`config.mk`:
```
export PLATFORM = sky130hd
export DESIGN_NAME = pipelined_rca_addsub
export DESIGN_NICKNAME = d
export VERILOG_FILES = /design/src/rtl/rca_pkg.sv /design/src/rtl/rca_chunk.sv /design/src/rtl/pipelined_rca_addsub.sv
export SDC_FILE = /design/constraint.sdc
export NUM_CORES = 1
export LEC_CHECK = 0
export CORE_ASPECT_RATIO = 2
export CORE_MARGIN = 1
export CORE_UTILIZATION = 50
export CTS_CLUSTER_DIAMETER = 120
export DETAILED_ROUTE_END_ITERATION = 8
export HOLD_SLACK_MARGIN = 0.08
export PLACE_DENSITY = 0.76
export RECOVER_POWER = 25
export SLEW_MARGIN = 20
export SYNTH_ARGS = -nofsm -noshare
export SYNTH_HDL_FRONTEND = slang
export SYNTH_SLANG_ARGS = --single-unit
export TNS_END_PERCENT = 30
```
`constraint.sdc`:
```
create_clock -name clk -period 3.7 [get_ports clk]
set_clock_uncertainty 0.15 [all_clocks]
set_input_delay 0.74 -clock clk [delete_from_list [all_inputs] [get_ports clk]]
set_output_delay 0.74 -clock clk [all_outputs]
set_load 0.005 [all_outputs]
```
`src/rtl/rca_pkg.sv`:
```
// Shared definitions for the pipelined ripple-carry adder/subtractor: mode codes,
// per-stage control record and packing offsets for the triangular stage registers.
package rca_pkg;

    localparam logic RCA_ADD = 1'b0;
    localparam logic RCA_SUB = 1'b1;

    typedef struct packed {
        logic vld;
        logic cy;
    } rca_stage_t;

    // Stage k keeps (k+1) result chunks; stages are packed back to back.
    function automatic int unsigned rca_sum_off(input int unsigned k, input int unsigned chunk);
        return chunk * ((k * (k + 1)) / 2);
    endfunction

    // Stage k keeps (stages-1-k) pending operand chunks; stages are packed back to back.
    function automatic int unsigned rca_skew_off(input int unsigned k, input int unsigned stages,
                                                 input int unsigned chunk);
        int unsigned off;
        off = 0;
        for (int unsigned i = 0; i < k; i++) begin
            off += (stages - 1 - i) * chunk;
        end
        return off;
    endfunction

endpackage

```
`src/rtl/rca_chunk.sv`:
```
// Combinational CHUNK-bit ripple-carry slice built from full-adder equations.
module rca_chunk #(
    parameter int unsigned CHUNK = 8
) (
    input  logic [CHUNK-1:0] a,
    input  logic [CHUNK-1:0] b,
    input  logic             cin,
    output logic [CHUNK-1:0] sum,
    output logic             cout,
    output logic             c_msb_in
);

    logic [CHUNK:0] w_c;

    assign w_c[0] = cin;

    for (genvar i = 0; i < CHUNK; i++) begin : g_fa
        assign sum[i]     = a[i] ^ b[i] ^ w_c[i];
        assign w_c[i + 1] = (a[i] & b[i]) | (w_c[i] & (a[i] ^ b[i]));
    end

    assign cout     = w_c[CHUNK];
    assign c_msb_in = w_c[CHUNK-1];

endmodule

```
`src/rtl/pipelined_rca_addsub.sv`:
```
// Pipelined WIDTH-bit ripple-carry adder/subtractor, one CHUNK slice per stage,
// valid/ready streaming with a single global advance enable.
module pipelined_rca_addsub
    import rca_pkg::*;
#(
    parameter int unsigned WIDTH = 32,
    parameter int unsigned CHUNK = 8
) (
    input  logic             clk,
    input  logic             rst_n,
    input  logic             in_valid,
    output logic             in_ready,
    input  logic [WIDTH-1:0] a,
    input  logic [WIDTH-1:0] b,
    input  logic             cin,
    input  logic             sub,
    output logic             out_valid,
    input  logic             out_ready,
    output logic [WIDTH-1:0] sum,
    output logic             cout,
    output logic             ovf,
    output logic             zero
);

    localparam int unsigned STAGES    = WIDTH / CHUNK;
    localparam int unsigned SUM_BITS  = rca_sum_off(STAGES, CHUNK);
    localparam int unsigned SKEW_REAL = rca_skew_off(STAGES, STAGES, CHUNK);
    localparam int unsigned SKEW_BITS = (SKEW_REAL > 0) ? SKEW_REAL : 1;
    localparam int unsigned LAST_OFF  = rca_sum_off(STAGES - 1, CHUNK);

    logic                   w_adv;
    logic                   w_acc;
    logic [WIDTH-1:0]       w_b_eff;
    logic                   w_c0;
    logic [WIDTH-1:0]       w_sum;

    rca_stage_t [STAGES-1:0] r_stg;
    logic [SUM_BITS-1:0]    r_sum;
    logic [SKEW_BITS-1:0]   r_skew_a;
    logic [SKEW_BITS-1:0]   r_skew_b;
    logic                   r_cmsb;

    // Whole pipeline moves together unless the output is stalled.
    assign w_adv    = !r_stg[STAGES-1].vld || out_ready;
    assign w_acc    = in_valid && w_adv;
    assign in_ready = w_adv;

    assign w_b_eff = (sub == RCA_SUB) ? ~b : b;
    assign w_c0    = (sub == RCA_SUB) ? 1'b1 : cin;

    for (genvar k = 0; k < STAGES; k++) begin : g_stage
        localparam int unsigned SOFF = rca_sum_off(k, CHUNK);
        localparam int unsigned SW   = (k + 1) * CHUNK;
        localparam int unsigned KOFF = rca_skew_off(k, STAGES, CHUNK);
        localparam int unsigned KW   = (STAGES - 1 - k) * CHUNK;
        localparam int unsigned PW   = (STAGES - k) * CHUNK;

        logic [PW-1:0]    w_pa;
        logic [PW-1:0]    w_pb;
        logic             w_ci;
        logic             w_vin;
        logic [CHUNK-1:0] w_s;
        logic             w_co;
        logic             w_cm;
        logic [SW-1:0]    w_snext;

        if (k == 0) begin : g_in
            assign w_pa    = a;
            assign w_pb    = w_b_eff;
            assign w_ci    = w_c0;
            assign w_vin   = w_acc;
            assign w_snext = w_s;
        end else begin : g_mid
            localparam int unsigned PKOFF = rca_skew_off(k - 1, STAGES, CHUNK);
            localparam int unsigned PSOFF = rca_sum_off(k - 1, CHUNK);

            assign w_pa    = r_skew_a[PKOFF +: PW];
            assign w_pb    = r_skew_b[PKOFF +: PW];
            assign w_ci    = r_stg[k-1].cy;
            assign w_vin   = r_stg[k-1].vld;
            assign w_snext = {w_s, r_sum[PSOFF +: k * CHUNK]};
        end

        rca_chunk #(
            .CHUNK    (CHUNK)
        ) u_chunk (
            .a        (w_pa[CHUNK-1:0]),
            .b        (w_pb[CHUNK-1:0]),
            .cin      (w_ci),
            .sum      (w_s),
            .cout     (w_co),
            .c_msb_in (w_cm)
        );

        always_ff @(posedge clk or negedge rst_n) begin : p_stage
            if (!rst_n) begin
                r_stg[k]           <= '0;
                r_sum[SOFF +: SW]  <= '0;
            end else if (w_adv) begin
                r_stg[k].vld       <= w_vin;
                r_stg[k].cy        <= w_co;
                r_sum[SOFF +: SW]  <= w_snext;
            end
        end

        // Upper operand chunks travel alongside their partial result.
        if (KW > 0) begin : g_skew
            always_ff @(posedge clk or negedge rst_n) begin : p_skew
                if (!rst_n) begin
                    r_skew_a[KOFF +: KW] <= '0;
                    r_skew_b[KOFF +: KW] <= '0;
                end else if (w_adv) begin
                    r_skew_a[KOFF +: KW] <= w_pa[PW-1:CHUNK];
                    r_skew_b[KOFF +: KW] <= w_pb[PW-1:CHUNK];
                end
            end
        end

        if (k == STAGES - 1) begin : g_last
            always_ff @(posedge clk or negedge rst_n) begin : p_cmsb
                if (!rst_n) begin
                    r_cmsb <= 1'b0;
                end else if (w_adv) begin
                    r_cmsb <= w_cm;
                end
            end
        end else begin : g_drop
            logic w_cm_unused;
            assign w_cm_unused = w_cm;
        end
    end

    assign w_sum     = r_sum[LAST_OFF +: WIDTH];
    assign sum       = w_sum;
    assign out_valid = r_stg[STAGES-1].vld;
    assign cout      = r_stg[STAGES-1].cy;
    assign ovf       = r_cmsb ^ r_stg[STAGES-1].cy;
    assign zero      = (w_sum == '0);

endmodule

```
==> run metrics, run 1 <==
outcome finished with violations; violated checks capacitance limit, slew limit, setup timing; final worst path period share 103%; antenna violations before repair 1; kind of critical path input port to register; # setup viols final 2; FP Rows 65; post-layout min period between 3000 and 4000 ps; Hold Crit Endpoint g_stage[2].w_vin; Nets between 1000 and 1500; WP buf/inv 3; share of cells above drive strength 1 under 10%; final hold violations 0; Critical Path Fanout Max 1; most common cell after layout, fill and taps aside nand2_1; Die Span Y ~180 µm; RD Place Congestion approximately 0.75; routed len/inst roughly 12 µm; compound-cell area share of the yosys netlist under 10%; Syn Area/Cell about 9.5 µm²; Placeable Area 15700 µm²; critical-path cell list clkdlybuf4s50_1, fa_2, inv_2, fa_2, fa_2, fa_2, fa_2, fa_2, inv_2, fa_1, nand2_1, nand2_1; mux cell area share after synthesis 0%; CTS sink cnt about 190; Hold Path Depth 2; final setup TNS -130 ps; post-synthesis xor/xnor area fraction ~3.6%; detailed-route wire length between 10000 and 15000 µm; total track usage between 10% and 20%; Worst-path clk slew 60 ps; Synth Area in Adders around 8%; vias in the first global route ~5300; Worst R2R Path Depth 12; Critical Path AT roughly 4000 ps; required time of the critical path a little under 4000 ps; Max VDD drop between 0.0004 and 0.0005 V; HPWL after DPL between 9000 and 10000 µm; post-route setup slack -128 ps; vias after detailed routing around 5400; Slew @ Worst Pin about 1700 ps; CP peak stage delay roughly 500 ps; relative slew slack -14.0%; min-delay src g_stage[2].w_vin; RSZ-0062 raised after global routing yes; max frequency 261 MHz; WHS 315 ps; Vias/cell ~4.7; pin count of the biggest net entering global routing 190; IO Pins roughly 110; CTS max path bufs 2; Synth Instances around 840; synth top area cells dfrtp_1, nand2_1, fa_1; number of port buffers around 110; P per Cell Area between 700 and 800 nW/µm²; Setup crit start kind input port; post-route antenna net violation count 0; initial DRC count 294; min-delay worst type register to register; FF-to-FF setup slack 0 ps; Most Frequent Cell on Critical Path fa_2; main combinational cell family by area after synthesis simple AND/OR/NAND/NOR gates; pre-CTS setup slack -996 ps; Slowest cell on crit path clkdlybuf4s50_1; delay-heaviest family, CP adder cells; grt total ovfl 0; CTS tree done; Simple-Gate Fraction of Synth Area a little under a quarter; Die Span X a little over 90 µm; Mapped Nets between 900 and 1000; Max Slew Vio Count between 70 and 80; synth warn 0; FF-to-FF End g_stage[2].w_snext[15]; H-tree depth 4; die area 16600 µm²; Seq/Total Area, Yosys 57.8%; top cell type's share of synthesized area about 58%; Worst-Skew Late Latency about 420 ps; RR Startpoint g_stage[1].w_ci; CP Capture Type register; first-pass GRT wire length between 20000 and 25000 µm; leakage ~4.7 nW; CP Depth 12; drt pass-1 iters 4; Post-route DRC 0; Synth Register Bits approximately 190; Max Cap Viol 1; Hold-fix buffers, CTS 0; number of library cell types mapped by synthesis 20; cell accounting for the most synthesized area dfrtp_1; area added between synthesis and finish 21.9%; root buffer cell clkbuf_16; post-layout util 62.2%; starting density of the core between 50 and 60%; synthesized cell area 8010 µm²; most frequent cells in the layout nand2_1, dfrtp_1, clkdlybuf4s50_1; Num CTS Buffers 17
[per-layer routing]
layer / wire length, µm / vias to the layer above / track usage [%]
li1: - / 2741 / -
met1: 6010 / 2528 / 23.7
met2: 7610 / 86 / 32.8
met3: 300 / 19 / 2.82
met4: 321 / 0 / 7.81
met5: 0 / - / 0
[cells in the mapped netlist]
master / n
xor2_1: 6
nand2_1: 442
nand4_1: 2
buf_4: 11
inv_1: 29
xnor2_1: 27
nor2b_4: 1
or2_2: 1
buf_6: 4
a21oi_2: 9
inv_4: 1
fa_1: 32
buf_2: 20
nor2_1: 15
nand2b_1: 1
a21oi_1: 5
o21ai_0: 34
nor4_1: 8
dfrtp_1: 185
clkbuf_1: 9
[flip-flops by register name, summed over array words and instances (netlist names)]
name             flops
r_cmsb               1
g_stage.w_pb        48
g_stage.w_ci         3
cout                 1
g_stage.w_snext     48
out_valid            1
g_stage.w_pa        48
sum                 32
g_stage.w_vin        3
[cell type report]
| class | count | area (µm²) |
|---|---|---|
| Multi-Input combinational cell | 583 | 3090 |
| Antenna cell | 1 | 2.50 |
| Timing Repair Buffer | 114 | 1150 |
| Fill cell | 1298 | 5930 |
| Sequential cell | 185 | 4630 |
| Inverter | 30 | 118 |
| Clock buffer | 18 | 429 |
| Tap cell | 201 | 251 |
| Clock inverter | 13 | 98.8 |
[worst reg2reg max path: stages, from the launching register on]
cell and delay [ps]:
dfrtp_1 410, fa_2 390, inv_2 60, fa_1 160, inv_1 50, fa_2 340
fa_2 370, fa_2 380, fa_2 380, fa_2 340, inv_2 60, fa_1 410
a21oi_2 140
[worst max-delay path by stage]
stage / to / slack [ps] / start
floorplan: g_stage[1].w_snext[7] / -530 / sub
global route: g_stage[1].w_snext[7] / -210 / b[0]
CTS: g_stage[1].w_snext[7] / -260 / sub
global placement: g_stage[1].w_snext[7] / -880 / b[0]
finish: g_stage[1].w_snext[7] / -130 / a[1]
detailed placement: g_stage[1].w_snext[7] / -1000 / b[0]
[stage by stage]
step / cell area, µm² / cells / power (mW)
after detailed placement: 9190 / 1113 / 6.10
after global placement: 9190 / 1113 / 5.98
after floorplan: 8050 / 842 / 5.16
after global routing: 9770 / 1145 / 8.40
final: 9770 / 1145 / 7.72
after CTS: 9760 / 1144 / 7.80
[report_power, final]
| group | switching (mW) | internal (mW) | total, mW |
|---|---|---|---|
| combinational | 1.37 | 1.23 | 2.60 |
| clock | 0.756 | 0.862 | 1.62 |
| sequential | 0.565 | 2.93 | 3.50 |
[repair_timing]
item,4_1_cts,5_1_grt
pin swaps,17,14
resized for setup,30,9
hold endpoints to repair,0,0
endpoints found under the setup margin,10,7
buffers inserted,0,0
[cell families (layout without fill, tap and decap cells)]
kind of cell	after synthesis	count (layout)
fa+ha+maj	32	32
flops	185	185
xor+xnor	33	33
compound gates	48	48
buf+inv	74	175
other cells	0	1
simple gates	470	470
No activity file was read; power rests on OpenSTA's default activity.
==> run 2, diff against run 1 <==
Settings changed: CORE_ASPECT_RATIO 2 to unset.
==> run 2 against run 1 <==
- the run still ends with capacitance limit, slew limit, setup timing left
- combinational power grew 2%
- final area is 1.5% higher
- total power is 4.5% higher
- fmax up 2.3%
- register-to-register slack got worse by 40 ps
- hold slack better by 1.1 ps
- non-clock buffer count grew 1
- largest cell class unchanged
- highest routed layer unchanged
==> run metrics, run 2 (synthesized netlist as in run 1, its figures left out) <==
outcome finished with violations; violated checks capacitance limit, slew limit, setup timing; leakage 4.82 nW (+1.4%); most frequent cells in the layout nand2_1, dfrtp_1, clkdlybuf4s50_1; first-pass GRT wire length 25300 µm (+2.1%); share of cells above drive strength 1 9.10% (+0.19 points); Nets 1034 (+0.097%); Switching Share 33.9% (-0.99 points); root buffer cell clkbuf_16; combinational power share 32.8% (-0.9 points); final worst path period share 101% (-2.3 points); Most Frequent Cell on Critical Path fa_2; Hold Crit Endpoint g_stage[2].w_snext[14]; pin count of the biggest net entering global routing 190 (unchanged); ant diodes 0 (-1); sequential share of power 43.7% (-1.6 points); RD Place Congestion 0.751 (about the same); final hold violations 0 (unchanged); die area 16500 µm² (-0.19%); FF-to-FF setup slack -40 ps (-40 ps); grt total ovfl 0 (unchanged); postcts setup bufs 0 (unchanged); Slowest cell on crit path fa_1; Worst R2R Path Depth 12 (unchanged); total track usage 19.8% (+0.83 points); HPWL after DPL 9630 µm (+2.5%); Max VDD drop 0.000442 V (+9.6%); post-route setup slack -41.6 ps (+86.3 ps); FF-to-FF End g_stage[3].w_snext[23]; kind of critical path input port to register; Num CTS Buffers 17 (unchanged); # setup viols final 2 (unchanged); fin cells 1156 (+0.96%); max frequency 267 MHz (+2.3%); Pwr Total 8.06 mW (+4.5%); post-route cell area 9920 µm² (+1.5%); FP Rows 45 (-31%); RR Startpoint g_stage[2].w_ci; required time of the critical path 3860 ps (about the same); min-delay worst type register to register; Fill cells 1322 (+1.8%); Max Slew Vio Count 88 (+22%); relative slew slack -45.6% (-32 points); H-tree depth 4 (unchanged); post-layout util 64.3% (+2.1 points); Die Span Y 129 µm (-29%); initial DRC count 471 (+60%); Hold Path Depth 2 (unchanged); drt pass-1 iters 4 (unchanged); DP Area 9210 µm² (+0.22%); vias in the first global route 5122 (-3.2%); CTS max path bufs 2 (unchanged); post-layout min period 3740 ps (-86.3 ps); min-delay src g_stage[2].w_snext[14]; CTS tree done; Worst-path clk slew 60 ps (about the same); Setup crit start kind input port; Die Span X 129 µm (+41%); Vias/cell 4.63 (-1.3%); IO Pins 107 (unchanged); power share of the clock group 23.6% (+2.6 points); critical-path cell list buf_8, xor2_4, fa_2, fa_2, inv_2, fa_2, fa_2, fa_2, fa_2, fa_2, inv_2, fa_1, nand2_1, nand2_1; post-route antenna net violation count 0 (unchanged); P_sw 2.73 mW (+1.5%); routed len/inst 12.9 µm (+3.5%); CP Capture Type register; Max Cap Viol 1 (unchanged); Post-route DRC 0 (unchanged); area added between synthesis and finish 23.7%; vias after detailed routing 5355 (-0.35%); CTS sink cnt 185 (unchanged); RSZ-0062 raised after global routing yes; P per Cell Area 813 nW/µm² (+2.9%); Placeable Area 15400 µm² (-1.7%); antenna violations before repair 0 (-1); CP peak stage delay 400 ps (-100 ps); starting density of the core 51.9% (+0.89 points); Pint 5.33 mW (+6.1%); Worst-Skew Late Latency 430 ps (about the same); number of port buffers 106 (unchanged); Critical Path Fanout Max 1 (unchanged); pre-CTS setup slack -898 ps (+97.5 ps); Critical Path AT 3900 ps (-90 ps); Slew @ Worst Pin 2180 ps (+475 ps); detailed-route wire length 14900 µm (+4.5%); cell total after placement 1124 (+0.99%); most common cell after layout, fill and taps aside nand2_1
## run 2: worst max-delay path by stage
| stage | from | end | slack [ps] | cells past startpoint |
|---|---|---|---|---|
| finish | b[0] | g_stage[1].w_snext[7] | -40 | 14 |
| global route | b[0] | g_stage[1].w_snext[7] | -170 | 14 |
| CTS | sub | g_stage[1].w_snext[7] | -180 | 14 |
| detailed placement | b[0] | g_stage[1].w_snext[7] | -900 | 14 |
| global placement | b[0] | g_stage[1].w_snext[7] | -840 | 14 |
| floorplan | sub | g_stage[1].w_snext[7] | -530 | 15 |
## run 2: per-stage QoR
| stage | TNS [ps] | hold slack, ps |
|---|---|---|
| 2_1_floorplan | -1480 | 280 |
| 4_1_cts | -281 | 238 |
| 6_report | -80.4 | 316 |
| 5_1_grt | -579 | 332 |
| 3_5_place_dp | -3430 | 306 |
| 3_3_place_gp | -3020 | 297 |
## run 2: timing repair
item,in CTS,in global routing
hold buffers,0,0
gates resized for setup,31,12
setup endpoints to repair,9,6
pin swaps,16,15
## run 2: worst max-delay path, delay by kind of cell
kind | cells | cell delay, ps
and+or+nand+nor | 2 | 120
buffers and inverters | 3 | 200
xor gates and xnor gates | 1 | 160
adders and majority gates | 8 | 2670
## run 2: area by class of cell
type | count | area (µm²) | area share (%)
Sequential cell | 185 | 4630 | 46.7
Multi-Input combinational cell | 583 | 3100 | 31.2
Timing Repair Buffer | 115 | 1170 | 11.8
Clock buffer | 23 | 498 | 5.02
Tap cell | 211 | 264 | 2.66
Clock inverter | 9 | 136 | 1.38
Inverter | 30 | 118 | 1.19
## run 2: metal layers
| metal | wire (µm) | part of all wire (%) | vias up | GRT usage, % |
|---|---|---|---|---|
| li1 | - | - | 2733 | - |
| met1 | 7600 | 51 | 2505 | 31.1 |
| met2 | 6580 | 44 | 101 | 27.6 |
| met3 | 486 | 3.3 | 16 | 3.49 |
| met4 | 204 | 1.4 | 0 | 7.13 |
| met5 | 0 | 0 | - | 0 |
## run 2: power by group through the flow
stage | Sequential [mW] | Clock [mW] | Combinational [mW]
after global routing | 3.63 | 2.01 | 3.09
final | 3.52 | 1.90 | 2.64
after floorplan | 3.41 | 0 | 1.75
after global placement | 3.50 | 0 | 2.53
after detailed placement | 3.54 | 0 | 2.63
after CTS | 3.53 | 1.94 | 2.67
==> run 3, diff against run 2 <==
Settings changed: PLACE_DENSITY 0.76 to 0.77.
==> run 3 against run 2 <==
- die area unchanged
- sequential power about the same
- final area about the same
- combinational power increased by 2%
- global-route usage increased by 0.64 points
- via count increased by 0.26%
- highest routed layer unchanged
- the flow still finishes with violations (capacitance limit, slew limit, setup timing)
- largest cell class unchanged
- total power increased by 1.0%
- non-clock buffer count increased by 3
==> run metrics, run 3 (synthesized netlist as in run 1, its figures left out) <==
outcome finished with violations; violated checks capacitance limit, slew limit, setup timing; post-route antenna net violation count 0 (unchanged); Worst-Skew Late Latency 420 ps (about the same); drt pass-1 iters 5 (+1); CP peak stage delay 400 ps (about the same); P per Cell Area 821 nW/µm² (+0.97%); total track usage 20.4% (+0.64 points); relative slew slack -65.0% (-19 points); FP Rows 45 (unchanged); CTS max path bufs 2 (unchanged); RSZ-0062 raised after global routing yes; Num CTS Buffers 17 (unchanged); post-route cell area 9920 µm² (about the same); kind of critical path input port to register; multi-input logic area 3090 µm² (-0.32%); Worst-path clk slew 60 ps (about the same); Hold-fix buffers, CTS 0 (unchanged); RR Startpoint g_stage[2].w_ci; Setup crit start kind input port; min-delay worst type register to register; Setup crit end g_stage[1].w_snext[7]; first-pass GRT wire length 26100 µm (+3.4%); routed len/inst 13.1 µm (+1.6%); cell total after placement 1124 (unchanged); required time of the critical path 3870 ps (about the same); Post-route DRC 0 (unchanged); CTS tree done; max frequency 267 MHz (-0.17%); Die Span X 129 µm (unchanged); post-layout min period 3750 ps (+6.35 ps); Worst R2R Path Depth 12 (unchanged); RD Place Congestion 0.733 (-2.3%); DP Area 9210 µm² (unchanged); starting density of the core 51.9% (unchanged); initial DRC count 464 (-1.5%); pre-CTS setup slack -926 ps (-28.3 ps); Slew @ Worst Pin 2480 ps (+291 ps); Critical Path AT 3910 ps (about the same); Fill cells 1300 (-1.7%); pin count of the biggest net entering global routing 190 (unchanged); ant diodes 0 (unchanged); FF-to-FF End g_stage[3].w_snext[23]; detailed-route wire length 15100 µm (+1.8%); die area 16500 µm² (unchanged); fin cells 1159 (+0.26%); root buffer cell clkbuf_16; CP Capture Type register; H-tree depth 4 (unchanged); most frequent cells in the layout nand2_1, dfrtp_1, clkdlybuf4s50_1; # setup viols final 2 (unchanged); Max Cap Viol 1 (unchanged); Placeable Area 15400 µm² (unchanged); leakage 4.82 nW (about the same); number of port buffers 106 (unchanged); Max Slew Vio Count 101 (+15%); Nets 1037 (+0.29%); FF-to-FF setup slack -10 ps (+30 ps); grt total ovfl 0 (unchanged); post-route setup slack -47.9 ps (-6.35 ps); FF/Latch Area 4630 µm² (unchanged); Slowest cell on crit path fa_1; HPWL after DPL 9690 µm (+0.63%); antenna violations before repair 0 (unchanged); Critical Path Start b[0]; Vias/cell 4.63 (about the same); share of cells above drive strength 1 9.49% (+0.39 points); Die Span Y 129 µm (unchanged); Most Frequent Cell on Critical Path fa_2; vias after detailed routing 5369 (+0.26%); final worst path period share 101% (+0.17 points); final hold violations 0 (unchanged); most common cell after layout, fill and taps aside nand2_1; vias in the first global route 5280 (+3.1%); CTS sink cnt 185 (unchanged); area added between synthesis and finish 23.8% (about the same); IO Pins 107 (unchanged); critical-path cell list buf_8, xor2_4, fa_2, fa_2, inv_2, fa_2, fa_2, fa_2, fa_2, fa_2, inv_2, fa_1, nand2_1, nand2_1; Max VDD drop 0.000402 V (-9.0%); Critical Path Fanout Max 1 (unchanged)
-- run 3: cell count changes in the layout (fill, tap and decap cells not counted), sizes merged --
cell and change:
bufinv +1, buf +3, clkbuf -4, dlygate4sd2 +1, clkinvlp +2, clkdlybuf4s15 -1
inv +1
-- run 3: worst min path at each step --
| stage | startpoint | slack [ps] | cells past startpoint | to |
|---|---|---|---|---|
| 3_3_place_gp | g_stage[3].w_vin | 300 | 2 | g_stage[3].w_vin |
| 3_5_place_dp | g_stage[1].w_pb[10] | 300 | 2 | g_stage[2].w_pb[2] |
| 2_1_floorplan | g_stage[3].w_vin | 280 | 2 | g_stage[3].w_vin |
| 4_1_cts | rst_n | 280 | 1 | g_stage[1].w_pb[13] |
| 6_report | g_stage[2].w_snext[11] | 320 | 2 | g_stage[2].w_snext[11] |
| 5_1_grt | g_stage[3].w_snext[3] | 330 | 2 | g_stage[3].w_snext[3] |
-- run 3: stage by stage --
step	setup TNS (ps)	power (mW)	utilization [%]	hold slack, ps
2_1_floorplan	-1480	5.16	-	280
6_report	-53.1	8.14	64.3	316
5_1_grt	-1480	8.82	64.3	335
4_1_cts	-348	8.17	64.2	276
3_3_place_gp	-3000	6.03	59.7	299
3_5_place_dp	-3670	6.15	59.7	305
-- run 3: routing by layer --
layer	up-vias	global-route usage, %	share of wire [%]
met5	-	0	0
met4	0	6.23	1.2
met1	2520	30.5	51
met2	92	30.5	45
li1	2744	-	-
met3	13	4.03	3.1
-- run 3: timing repair --
action,4_1_cts,5_1_grt
cloned,0,0
gates resized for setup,29,11
setup buffers,1,2
endpoints found under the setup margin,8,7
pin swaps,14,20
-- run 3: where the power goes --
group / internal [mW] / leakage (nW) / switching, mW
sequential: 2.93 / 2.23 / 0.584
combinational: 1.26 / 2.29 / 1.42
clock: 1.17 / 0.302 / 0.776
-- run 3: area by class of cell --
class / instances / area share [%]
clock buffer: 19 / 4.57
clock inverter: 13 / 1.92
inverter: 30 / 1.19
multi-input combinational: 583 / 31.1
sequential: 185 / 46.7
tap: 211 / 2.66
timing repair buffer: 118 / 11.9
-- run 3: critical path, delay by kind of cell --
family        cells  cell delay (ps)
buf+inv           3              200
xor+xnor          1              160
simple gates      2              120
fa+ha+maj         8             2670
